===== config.mk =====
export PLATFORM = sky130hd
export DESIGN_NAME = axi_dma_w
export DESIGN_NICKNAME = d
export VERILOG_FILES = /design/src/rtl/axi_dma_w.sv
export SDC_FILE = /design/constraint.sdc
export NUM_CORES = 1
export LEC_CHECK = 0
export CORE_AREA = 4 4 265 267
export DETAILED_ROUTE_END_ITERATION = 10
export DIE_AREA = 0 0 269 271
export PLACE_DENSITY_LB_ADDON = 0.08
export SYNTH_ARGS = -nofsm -noshare
export SYNTH_HDL_FRONTEND = slang
export SYNTH_SLANG_ARGS = --single-unit
export TNS_END_PERCENT = 100

===== constraint.sdc =====
create_clock -name clk -period 2.2 [get_ports clk]
set_clock_uncertainty 0.2 [all_clocks]
set_input_delay 0.44 -clock clk [delete_from_list [all_inputs] [get_ports clk]]
set_output_delay 0.44 -clock clk [all_outputs]
set_load 0.03 [all_outputs]

===== src/rtl/axi_dma_w.sv =====
// axi_dma_w: AXI4 write burst master (AW, len+1 W beats, B); optional bresp check via AXI_DMA_W_BRESP_CHECK_EN
module axi_dma_w #(
    parameter int ADDR_W = 32,
    parameter int DATA_W = 256,
    parameter int LEN_W  = 8,
    parameter int ID_W   = 1
) (
    input  logic                clk,
    input  logic                rst,
    input  logic                valid,
    input  logic [ADDR_W-1:0]   addr,
    input  logic [DATA_W-1:0]   wdata,
    input  logic [DATA_W/8-1:0] wstrb,
    output logic                ready,
    input  logic [LEN_W-1:0]    len,
    output logic                busy,
    output logic                error,
    output logic [ID_W-1:0]     m_axi_awid,
    output logic [ADDR_W-1:0]   m_axi_awaddr,
    output logic [LEN_W-1:0]    m_axi_awlen,
    output logic [2:0]          m_axi_awsize,
    output logic [1:0]          m_axi_awburst,
    output logic                m_axi_awlock,
    output logic [3:0]          m_axi_awcache,
    output logic [2:0]          m_axi_awprot,
    output logic [3:0]          m_axi_awqos,
    output logic                m_axi_awvalid,
    input  logic                m_axi_awready,
    output logic [DATA_W-1:0]   m_axi_wdata,
    output logic [DATA_W/8-1:0] m_axi_wstrb,
    output logic                m_axi_wlast,
    output logic                m_axi_wvalid,
    input  logic                m_axi_wready,
    input  logic [ID_W-1:0]     m_axi_bid,
    input  logic [1:0]          m_axi_bresp,
    input  logic                m_axi_bvalid,
    output logic                m_axi_bready
);
    typedef enum logic [1:0] {W_ADDR_HS, W_DATA, W_RESP} state_t;
    state_t state, state_nx;
    logic [LEN_W:0] cnt, cnt_nx;
    logic [LEN_W-1:0] len_r, len_nx;
    logic last;
    logic unused_ok;
    assign m_axi_awid    = '0;
    assign m_axi_awaddr  = addr;
    assign m_axi_awlen   = len;
    assign m_axi_awsize  = 3'($clog2(DATA_W/8));
    assign m_axi_awburst = 2'b01;
    assign m_axi_awlock  = 1'b0;
    assign m_axi_awcache = 4'h2;
    assign m_axi_awprot  = 3'b010;
    assign m_axi_awqos   = 4'h0;
    assign m_axi_wdata   = wdata;
    assign m_axi_wstrb   = wstrb;
    assign last = cnt == {1'b0, len_r};
    // state, beat counter and latched burst length
    always_ff @(posedge clk or negedge rst) begin
        if (!rst) begin
            state <= W_ADDR_HS;
            cnt   <= '0;
            len_r <= '0;
        end else begin
            state <= state_nx;
            cnt   <= cnt_nx;
            len_r <= len_nx;
        end
    end
    // next state and handshake outputs, all forced low while in reset
    always_comb begin
        state_nx      = state;
        cnt_nx        = cnt;
        len_nx        = len_r;
        m_axi_awvalid = 1'b0;
        m_axi_wvalid  = 1'b0;
        m_axi_wlast   = 1'b0;
        m_axi_bready  = 1'b0;
        ready         = 1'b0;
        busy          = 1'b0;
        case (state)
            W_ADDR_HS: begin
                m_axi_awvalid = valid;
                if (valid && m_axi_awready) begin
                    state_nx = W_DATA;
                    cnt_nx   = '0;
                    len_nx   = len;
                end
            end
            W_DATA: begin
                m_axi_wvalid = valid;
                ready        = valid && m_axi_wready;
                m_axi_wlast  = last;
                busy         = 1'b1;
                if (valid && m_axi_wready) begin
                    cnt_nx = cnt + 1'b1;
                    if (last) state_nx = W_RESP;
                end
            end
            W_RESP: begin
                m_axi_bready = 1'b1;
                busy         = 1'b1;
                if (m_axi_bvalid) state_nx = W_ADDR_HS;
            end
            default: state_nx = W_ADDR_HS;
        endcase
        if (!rst) begin
            m_axi_awvalid = 1'b0;
            m_axi_wvalid  = 1'b0;
            m_axi_wlast   = 1'b0;
            m_axi_bready  = 1'b0;
            ready         = 1'b0;
            busy          = 1'b0;
        end
    end
`ifdef AXI_DMA_W_BRESP_CHECK_EN
    logic err_r;
    // capture the response status of each accepted B beat
    always_ff @(posedge clk or negedge rst) begin
        if (!rst) err_r <= 1'b0;
        else if (state == W_RESP && m_axi_bvalid) err_r <= m_axi_bresp != 2'b00;
    end
    assign error     = err_r;
    assign unused_ok = ^m_axi_bid;
`else
    assign error     = 1'b0;
    assign unused_ok = ^{m_axi_bid, m_axi_bresp};
`endif
endmodule


==> results of run 1 <==
## logic make-up (layout without fill, tap and decap cells)
group | count (synthesis) | count (layout)
buf+inv | 356 | 73
simple gates | 35 | 35
flops | 19 | 19
compound gates | 21 | 21
mux | 10 | 10
xor+xnor | 9 | 9
fa+ha+maj | 4 | 4
other cells | 2 | 19
## power by group through the flow
stage	Clock (W)	Combinational (W)	Sequential, W
after floorplan	0	0.00168	0.000571
after global placement	0	0.00110	0.000635
after detailed placement	0	0.00108	0.000635
after CTS	0.000418	0.00122	0.000633
after global routing	0.000428	0.00133	0.000648
final	0.000396	0.00120	0.000622
## flip-flops by register name (all words and copies together) (netlist names)
name	flops
cnt	9
len_r	8
state	2
## what timing repair did
item                       CTS  global route
buffers inserted             3             2
setup endpoints to repair    9             5
resized for setup           21             7
pin swaps                    6             7
## layout make-up
type	instances	share of cell area, %
Tap cell	882	36.5
Multi-Input combinational cell	98	24.2
Timing Repair Buffer	61	19.9
Sequential cell	19	15.8
Clock buffer	4	2.61
Inverter	8	0.993
## cell usage in the layout, fill, tap and decap left out, types with 4 or more instances in the layout
cell type,n
buf_12,8
buf_4,36
buf_6,4
clkdlybuf4s50_1,11
conb_1,19
dfrtp_1,18
inv_1,6
mux2_2,8
nand2_1,5
nand3_1,4
nor2_1,4
o21ai_0,6
xor2_1,8
## critical path, stage by stage, from the launching register on
cell and delay, ns:
dfrtp_1 0.40, xor2_1 0.18, nor4_2 0.28, buf_4 0.17
nand3_4 0.07, nor2_4 0.15, buf_6 0.13, buf_6 0.12
## stage by stage
step | cells | power, W | worst slack, ns | util, % | hold WS [ns]
CTS | 1070 | 0.00227 | -0.263 | 4.38 | 0.0675
detailed placement | 1063 | 0.00171 | -0.278 | 4.12 | 0.328
global placement | 1063 | 0.00173 | -0.287 | 4.12 | 0.327
global route | 1072 | 0.00241 | -0.294 | 4.44 | 0.0791
finish | 1072 | 0.00222 | -0.198 | 4.44 | 0.0763
floorplan | 473 | 0.00225 | 0.114 | - | -0.0556
## routing by layer
layer / track usage (%) / wire length, um / up-vias
met5: 0 / 8 / -
met4: 3.85 / 1590 / 2
met3: 3.48 / 2900 / 134
met2: 3.20 / 4060 / 293
met1: 3.40 / 4380 / 647
li1: - / - / 533
## path summary, 6_finish.rpt
path | start | to | depth (start not counted)
hold / removal | rst | state[0]$_DFFE_PN0P_ | 2
min in group clk | len_r[3]$_DFFE_PN0P_ | len_r[3]$_DFFE_PN0P_ | 1
hold reg to reg | len_r[3]$_DFFE_PN0P_ | len_r[3]$_DFFE_PN0P_ | 1
max in group asynchronous | rst | cnt[0]$_DFFE_PN0P_ | 4
setup reg to reg | state[1]$_DFFE_PN0P_ | cnt[6]$_DFFE_PN0P_ | 8
setup / recovery | cnt[6]$_DFFE_PN0P_ | m_axi_wlast | 7
==> run metrics, run 1 <==
post-DR vias/cell=~1.5; Area growth, synth to finish=-18.1%; total of max-cap violations=0; Crit Path Category=reg2out; most frequent cell after synthesis=buf_4; GP Congestion=0.560; first-pass GRT wire length=~16 mm; Routed Antenna Nets=0; worst endpoint required time=roughly 1.6 ns; post-synthesis xor/xnor area fraction=~2.1%; num ports=slightly below 700; antenna violations before repair=5; Area contributors post-synth=buf_4, dfrtp_1, mux2_2, xor2_1, ha_1; cell internal pwr=0.00135 W; Worst-Skew Late Latency=0.25 ns; fin crit period=2.40 ns; Mapped Cells=around 460; Hold Path Class=in2async; endpoint type of the worst setup path=primary output; Worst-path clk slew=0.06 ns; fill cell count=8,012; max-slew violations=0; #FFs+latches synth=19; clock power share=17.9%; startpoint types=register; core area=68,100 um^2; Comb power frac=54.1%; TritonCTS buffer count=3; RSZ-0062 raised after global routing=true; switching part of the total=39.2%; register area=around 480 um^2; CTS root buf=clkbuf_16; post-synthesis mux area share=between 2 and 3%; DR vias=1,609; ANT cells=0; Yosys warning total=0; most frequent cells after synthesis=buf_4, dfrtp_1, inv_1, mux2_2, xor2_1; # clock sinks=19; final hold viol count=0; Max VDD drop=roughly 0.23 mV; failing checks=setup timing; endpoints failing setup=1; count of cell types in the netlist=33; Initial Util=5.42%; # nets final=532; Post-synth EDFFs=0; critical-path maximum fanout=2; FF-to-FF setup slack=0.03 ns; status=complete, but fails checks; Overall Global Routing Usage=3.33%; Die H=271 um; FMAX=approximately 420 MHz; number of global-route vias before repair=1,833; Synth Cell Area=roughly 3700 um^2; pwr/cell area=733 nW/um^2; largest net degree at the start of global routing=19; Reg power frac=between 20% and 30%; row cnt=96; asr flop ratio synth=100%; Total Routed Length=12.9 mm; IO Port Bufs=27; Final TNS setup=-0.198 ns; largest family of logic cells by synthesized area=buffers and inverters; WL/cell=12.1 um; Die Area=approximately 73,000 um^2; post-synth top area share=between 70 and 80%; LEAKAGE=between 0.9 and 1 nW; # hold bufs at CTS=0; cell area after placement=2800 um^2; ys flop type=dfrtp_1; post-DP HPWL=10.9 mm; Final period util=109%; syn_area_per_cell=8.10 um^2; initial DRC count=44; fin area=roughly 3000 um^2; CTS tree=built; Chip Width=about 270 um; drt pass-1 iters=4; post-synth top area cell=buf_4; grt ovf=0; Setup WS post-layout=-0.198 ns; H-tree levels=1; multi-input logic area=733 um^2; Synth Area in Adders=1.36%; fraction of layout cells with a size suffix above 1=41.6%; register area share after synthesis=12.9%; crit path DAT=1.76 ns; compound-gate portion of the synthesized area=3.56%; CTS Buffer Depth=2; synthesized-area fraction occupied by and/or/nand/nor cells=under 10%; sw power=about 0.00087 W; drc violations=0
(Power assumes the default switching activity.)
==> run 2, diff against run 1 <==
- PLACE_DENSITY_LB_ADDON: 0.08 -> 0.3
- SLEW_MARGIN: unset -> 20
==> run 2 against run 1 <==
  * Critical endpoint unchanged
  * Sequential cell count did not move
  * Largest cell class unchanged
  * Hold slack better by 0.074 ns
  * The run still ends with setup timing left
  * Global-route usage fell by 0.49 points
  * First-iteration DRC count decreased by 9.1%
  * Clock power shrank 4%
==> run metrics, run 2 (synthesis results as in run 1) <==
row cnt=96 (unchanged); crit path DAT=1.57 ns (was 1.76 ns); critical-path maximum fanout=2 (unchanged); IO Port Bufs=27 (unchanged); Area growth, synth to finish=-24.2% (was -18.1%); GP Congestion=0.648 (was 0.560); RSZ-0062 raised after global routing=true (unchanged); final hold viol count=0 (unchanged); CTS tree=built (unchanged); Reg power frac=30.8% (was 28.1%); fraction of layout cells with a size suffix above 1=35.6% (was 41.6%); clock power share=19.8% (was 17.9%); first-pass GRT wire length=14.4 mm (was 16.1 mm); most common cell after layout, fill and taps aside=buf_4 (unchanged); LEAKAGE=0.839 nW (was 0.921 nW); Final period util=101% (was 109%); H-tree levels=1 (unchanged); Overall Global Routing Usage=2.84% (was 3.33%); fin crit period=2.21 ns (was 2.40 ns); switching part of the total=37.8% (was 39.2%); Chip Width=269 um (unchanged); Die Area=72,900 um^2 (unchanged); DR vias=1,596 (was 1,609); status=complete, but fails checks (unchanged); post-DP HPWL=9.86 mm (was 10.9 mm); initial DRC count=40 (was 44); ANT cells=0 (unchanged); pre-CTS setup slack=-0.210 ns (was -0.278 ns); Routed Antenna Nets=0 (unchanged); grt ovf=0 (unchanged); max FFs per register=9 (unchanged); num ports=690 (unchanged); Max VDD drop=0.355 mV (was 0.230 mV); cell internal pwr=0.00120 W (was 0.00135 W); core area=68,100 um^2 (unchanged); Total Routed Length=11.7 mm (was 12.9 mm); Final Non-Filler Cells=1,059 (was 1,072); Reg with most FFs=cnt (unchanged); startpoint types=register (unchanged); Comb power frac=49.4% (was 54.1%); Top Registers=cnt: 9 flops, len_r: 8 flops, state: 2 flops (unchanged); post-DR vias/cell=1.51 (was 1.50); FMAX=452 MHz (was 417 MHz); drc violations=0 (unchanged); worst endpoint required time=1.56 ns (about the same); # nets final=519 (was 532); TritonCTS buffer count=3 (unchanged); endpoint type of the worst setup path=primary output (unchanged); # clock sinks=19 (unchanged); Worst-path clk slew=0.06 ns (about the same); max-slew violations=0 (unchanged); sw power=0.000729 W (was 0.000870 W); Final TNS setup=-0.0121 ns (was -0.198 ns); commonest non-fill, non-tap cells in the layout=buf_4, conb_1, dfrtp_1, clkdlybuf4s50_1 (unchanged); antenna violations before repair=0 (was 5); CTS root buf=clkbuf_16 (unchanged); Crit Path Category=reg2out (unchanged); largest net degree at the start of global routing=18 (was 19); Cells after DPL=1,053 (was 1,063); WL/cell=11.1 um (was 12.1 um); endpoints failing setup=1 (unchanged); failing checks=setup timing (unchanged); Hold Path Class=in2async (unchanged); drt pass-1 iters=4 (unchanged); pwr/cell area=690 nW/um^2 (was 733 nW/um^2); hold slack final=0.150 ns (was 0.0763 ns); Initial Util=5.42% (unchanged); total of max-cap violations=0 (unchanged); Worst-Skew Late Latency=0.25 ns (about the same); Die H=271 um (unchanged); CTS Buffer Depth=2 (unchanged); number of global-route vias before repair=1,792 (was 1,833); Setup WS post-layout=-0.0121 ns (was -0.198 ns); # hold bufs at CTS=0 (unchanged)
[run 2: path summary, 6_finish.rpt]
check	cells past startpoint	start	slack (ns)	to
worst max register to register	6	cnt[0]$_DFFE_PN0P_	0.09	cnt[8]$_DFFE_PN0P_
worst max-delay path	6	cnt[6]$_DFFE_PN0P_	-0.01	m_axi_wlast
max in group asynchronous	2	rst	1.34	state[0]$_DFFE_PN0P_
worst min-delay path	2	rst	0.15	cnt[1]$_DFFE_PN0P_
min in group clk	1	len_r[1]$_DFFE_PN0P_	0.33	len_r[1]$_DFFE_PN0P_
worst min register to register	1	len_r[1]$_DFFE_PN0P_	0.33	len_r[1]$_DFFE_PN0P_
[run 2: final cells by class]
cell class | count | area, um^2
Inverter | 8 | 30.0
Timing Repair Buffer | 48 | 422
Clock buffer | 3 | 75.1
Fill cell | 8031 | 65300
Multi-Input combinational cell | 98 | 687
Sequential cell | 19 | 477
Clock inverter | 1 | 5.00
Tap cell | 882 | 1100
[run 2: stage by stage]
stage	util [%]	instance area, um^2	power, W
after global routing	4.11	2800	0.00208
after global placement	3.88	2640	0.00150
after detailed placement	3.88	2640	0.00150
final	4.11	2800	0.00193
after CTS	4.03	2750	0.00194
after floorplan	-	3760	0.00225
[run 2: critical path, stage by stage (launching register included)]
cell and delay [ns]:
dfrtp_1 0.40, xor2_1 0.17, nor4_1 0.26, buf_4 0.16, nand3_2 0.08, nor2_2 0.11
buf_6 0.14
[run 2: repair_timing]
| item | CTS | global route |
|---|---|---|
| buffers inserted | 2 | 0 |
| setup endpoints to repair | 2 | 6 |
| resized for setup | 4 | 17 |
| pin swaps | 1 | 1 |
| gates cloned | 0 | 0 |
[run 2: power groups by stage]
stage	Clock, W	Combinational (W)	Sequential, W
3_3_place_gp	0	0.000893	0.000603
6_report	0.000382	0.000954	0.000594
5_1_grt	0.000410	0.00106	0.000616
4_1_cts	0.000395	0.000948	0.000594
3_5_place_dp	0	0.000894	0.000604
2_1_floorplan	0	0.00168	0.000571
[run 2: routing by layer]
layer	global-route usage (%)	up-vias	share of wire, %
met5	0.608	-	0.49
met4	4.53	2	16
met3	2.89	186	26
met2	3.63	321	38
met1	1.68	588	20
li1	-	499	-
==> run 3, diff against run 2 <==
- RECOVER_POWER: unset -> 100
==> run 3 against run 2 <==
  * The run still ends with setup timing left
  * First-iteration DRC count up 18%
  * Largest cell class unchanged
  * Cell count unchanged
  * Critical endpoint unchanged
  * Power down 2.4%
==> run metrics, run 3 (synthesis results as in run 1) <==
Total Routed Length=11.8 mm (was 11.7 mm); Area growth, synth to finish=-25.9% (was -24.2%); worst path cell trace=xor2_1 > nor4_1 > buf_4 > nand3_2 > nor2_2 > buf_6 (unchanged); RSZ-0062 raised after global routing=true (unchanged); Worst path slowest cell=dfrtp_1 (unchanged); IO Port Bufs=27 (unchanged); fraction of layout cells with a size suffix above 1=26.0% (was 35.6%); first-pass GRT wire length=14.4 mm (unchanged); fin area=2740 um^2 (was 2800 um^2); # hold bufs at CTS=0 (unchanged); FMAX=452 MHz (about the same); met1 wire length=2.30 mm (was 2.29 mm); DR WL met3=3.05 mm (was 3.02 mm); largest net degree at the start of global routing=18 (unchanged); CTS Buffer Depth=2 (unchanged); Top delay family on crit path=simple AND/OR/NAND/NOR gates (unchanged); antenna violations before repair=0 (unchanged); clock power share=20.2% (was 19.8%); status=complete, but fails checks (unchanged); Final Non-Filler Cells=1,059 (unchanged); commonest non-fill, non-tap cells in the layout=conb_1, dfrtp_1, buf_4, clkbuf_1, clkdlybuf4s50_1 (was buf_4, conb_1, dfrtp_1, clkdlybuf4s50_1); switching part of the total=38.1% (was 37.8%); Worst-Margin Slew=1.01 ns; Max VDD drop=0.347 mV (was 0.355 mV); worst endpoint required time=1.56 ns (about the same); Chip Width=269 um (unchanged); endpoint type of the worst setup path=primary output (unchanged); ANT cells=0 (unchanged); DR vias=1,603 (was 1,596); Reg power frac=31.5% (was 30.8%); num ports=690 (unchanged); post-DP HPWL=9.86 mm (unchanged); Overall Global Routing Usage=2.84% (unchanged); pre-CTS setup slack=-0.210 ns (unchanged); post-DR vias/cell=1.51 (about the same); drc violations=0 (unchanged); Crit Path Category=reg2out (unchanged); final hold viol count=0 (unchanged); sw power=0.000719 W (was 0.000729 W); cell internal pwr=0.00117 W (was 0.00120 W); Final TNS setup=-0.0162 ns (was -0.0121 ns); reg2reg path depth=6 (unchanged); Worst-Skew Late Latency=0.25 ns (about the same); critical-path maximum fanout=2 (unchanged); Cells after DPL=1,053 (unchanged); Crit path depth=6 (unchanged); max FFs per register=9 (unchanged); endpoints failing setup=2 (was 1); LEAKAGE=0.788 nW (was 0.839 nW); Initial Util=5.42% (unchanged); GP Congestion=0.648 (unchanged); total of max-cap violations=0 (unchanged); startpoint types=register (unchanged); top sig layer=met5 (unchanged); Setup WS post-layout=-0.0118 ns (was -0.0121 ns); fill cell count=8,043 (was 8,031); register area=477 um^2 (unchanged); row cnt=96 (unchanged); crit path DAT=1.57 ns (about the same); DR WL met2=4.40 mm (was 4.44 mm); core area=68,100 um^2 (unchanged); max-slew violations=0 (unchanged); Largest stage delay, worst path=0.40 ns (about the same); tightest slew margin relative to the limit=between 30 and 40%; multi-input logic area=677 um^2 (was 687 um^2); CTS tree=built (unchanged); TritonCTS buffer count=3 (unchanged); number of global-route vias before repair=1,792 (unchanged); Comb power frac=48.4% (was 49.4%); Hold Path Class=in2async (unchanged); cell area after placement=2640 um^2 (unchanged); pwr/cell area=689 nW/um^2 (was 690 nW/um^2); Routed Antenna Nets=0 (unchanged); WL/cell=11.1 um (about the same); Top Registers=cnt: 9 flops, len_r: 8 flops, state: 2 flops (unchanged); Critical path buffers and inverters=2 (unchanged); grt ovf=0 (unchanged); Reg with most FFs=cnt (unchanged); CTS root buf=clkbuf_16 (unchanged); H-tree levels=1 (unchanged); Worst-path clk slew=0.06 ns (about the same); # clock sinks=19 (unchanged); initial DRC count=47 (was 40); Final period util=101% (about the same); Die H=271 um (unchanged); # nets final=519 (unchanged); drt pass-1 iters=4 (unchanged); failing checks=setup timing (unchanged); Die Area=72,900 um^2 (unchanged); fin crit period=2.21 ns (about the same); most common cell after layout, fill and taps aside=conb_1 (was buf_4)
[run 3: cell type report]
cell class,instances,share of cell area (%)
timing repair buffer,48,13.5
inverter,8,1.10
clock buffer,3,2.74
tap,882,40.3
multi-input combinational,98,24.7
clock inverter,1,0.183
sequential,19,17.4
[run 3: repair_timing]
| action | CTS | global route |
|---|---|---|
| setup buffers | 2 | 0 |
| pin swaps | 1 | 1 |
| setup endpoints to repair | 2 | 6 |
| resized for setup | 4 | 17 |
[run 3: worst paths after layout]
path,slack (ns),from,to
max reg2reg,0,state[0]$_DFFE_PN0P_,cnt[8]$_DFFE_PN0P_
min,0.14,rst,cnt[1]$_DFFE_PN0P_
min reg2reg,0.33,len_r[1]$_DFFE_PN0P_,len_r[1]$_DFFE_PN0P_
max,-0.01,cnt[6]$_DFFE_PN0P_,m_axi_wlast
min in group clk,0.33,len_r[1]$_DFFE_PN0P_,len_r[1]$_DFFE_PN0P_
max in group asynchronous,0.61,rst,state[0]$_DFFE_PN0P_
[run 3: power by group through the flow]
stage / clock (W) / sequential, W / combinational [W]
after detailed placement: 0 / 0.000604 / 0.000894
after CTS: 0.000395 / 0.000594 / 0.000948
final: 0.000380 / 0.000593 / 0.000912
after floorplan: 0 / 0.000571 / 0.00168
after global routing: 0.000410 / 0.000614 / 0.00102
after global placement: 0 / 0.000603 / 0.000893
[run 3: through the flow]
stage	hold WS [ns]	total power [W]	util, %
finish	0.136	0.00188	4.02
global route	0.172	0.00204	4.02
CTS	0.186	0.00194	4.03
detailed placement	0.319	0.00150	3.88
global placement	0.312	0.00150	3.88
floorplan	-0.0556	0.00225	-
[run 3: metal layers]
metal	GRT usage (%)	vias up
met3	2.89	188
li1	-	498
met2	3.63	317
met5	0.608	-
met4	4.53	2
met1	1.68	598
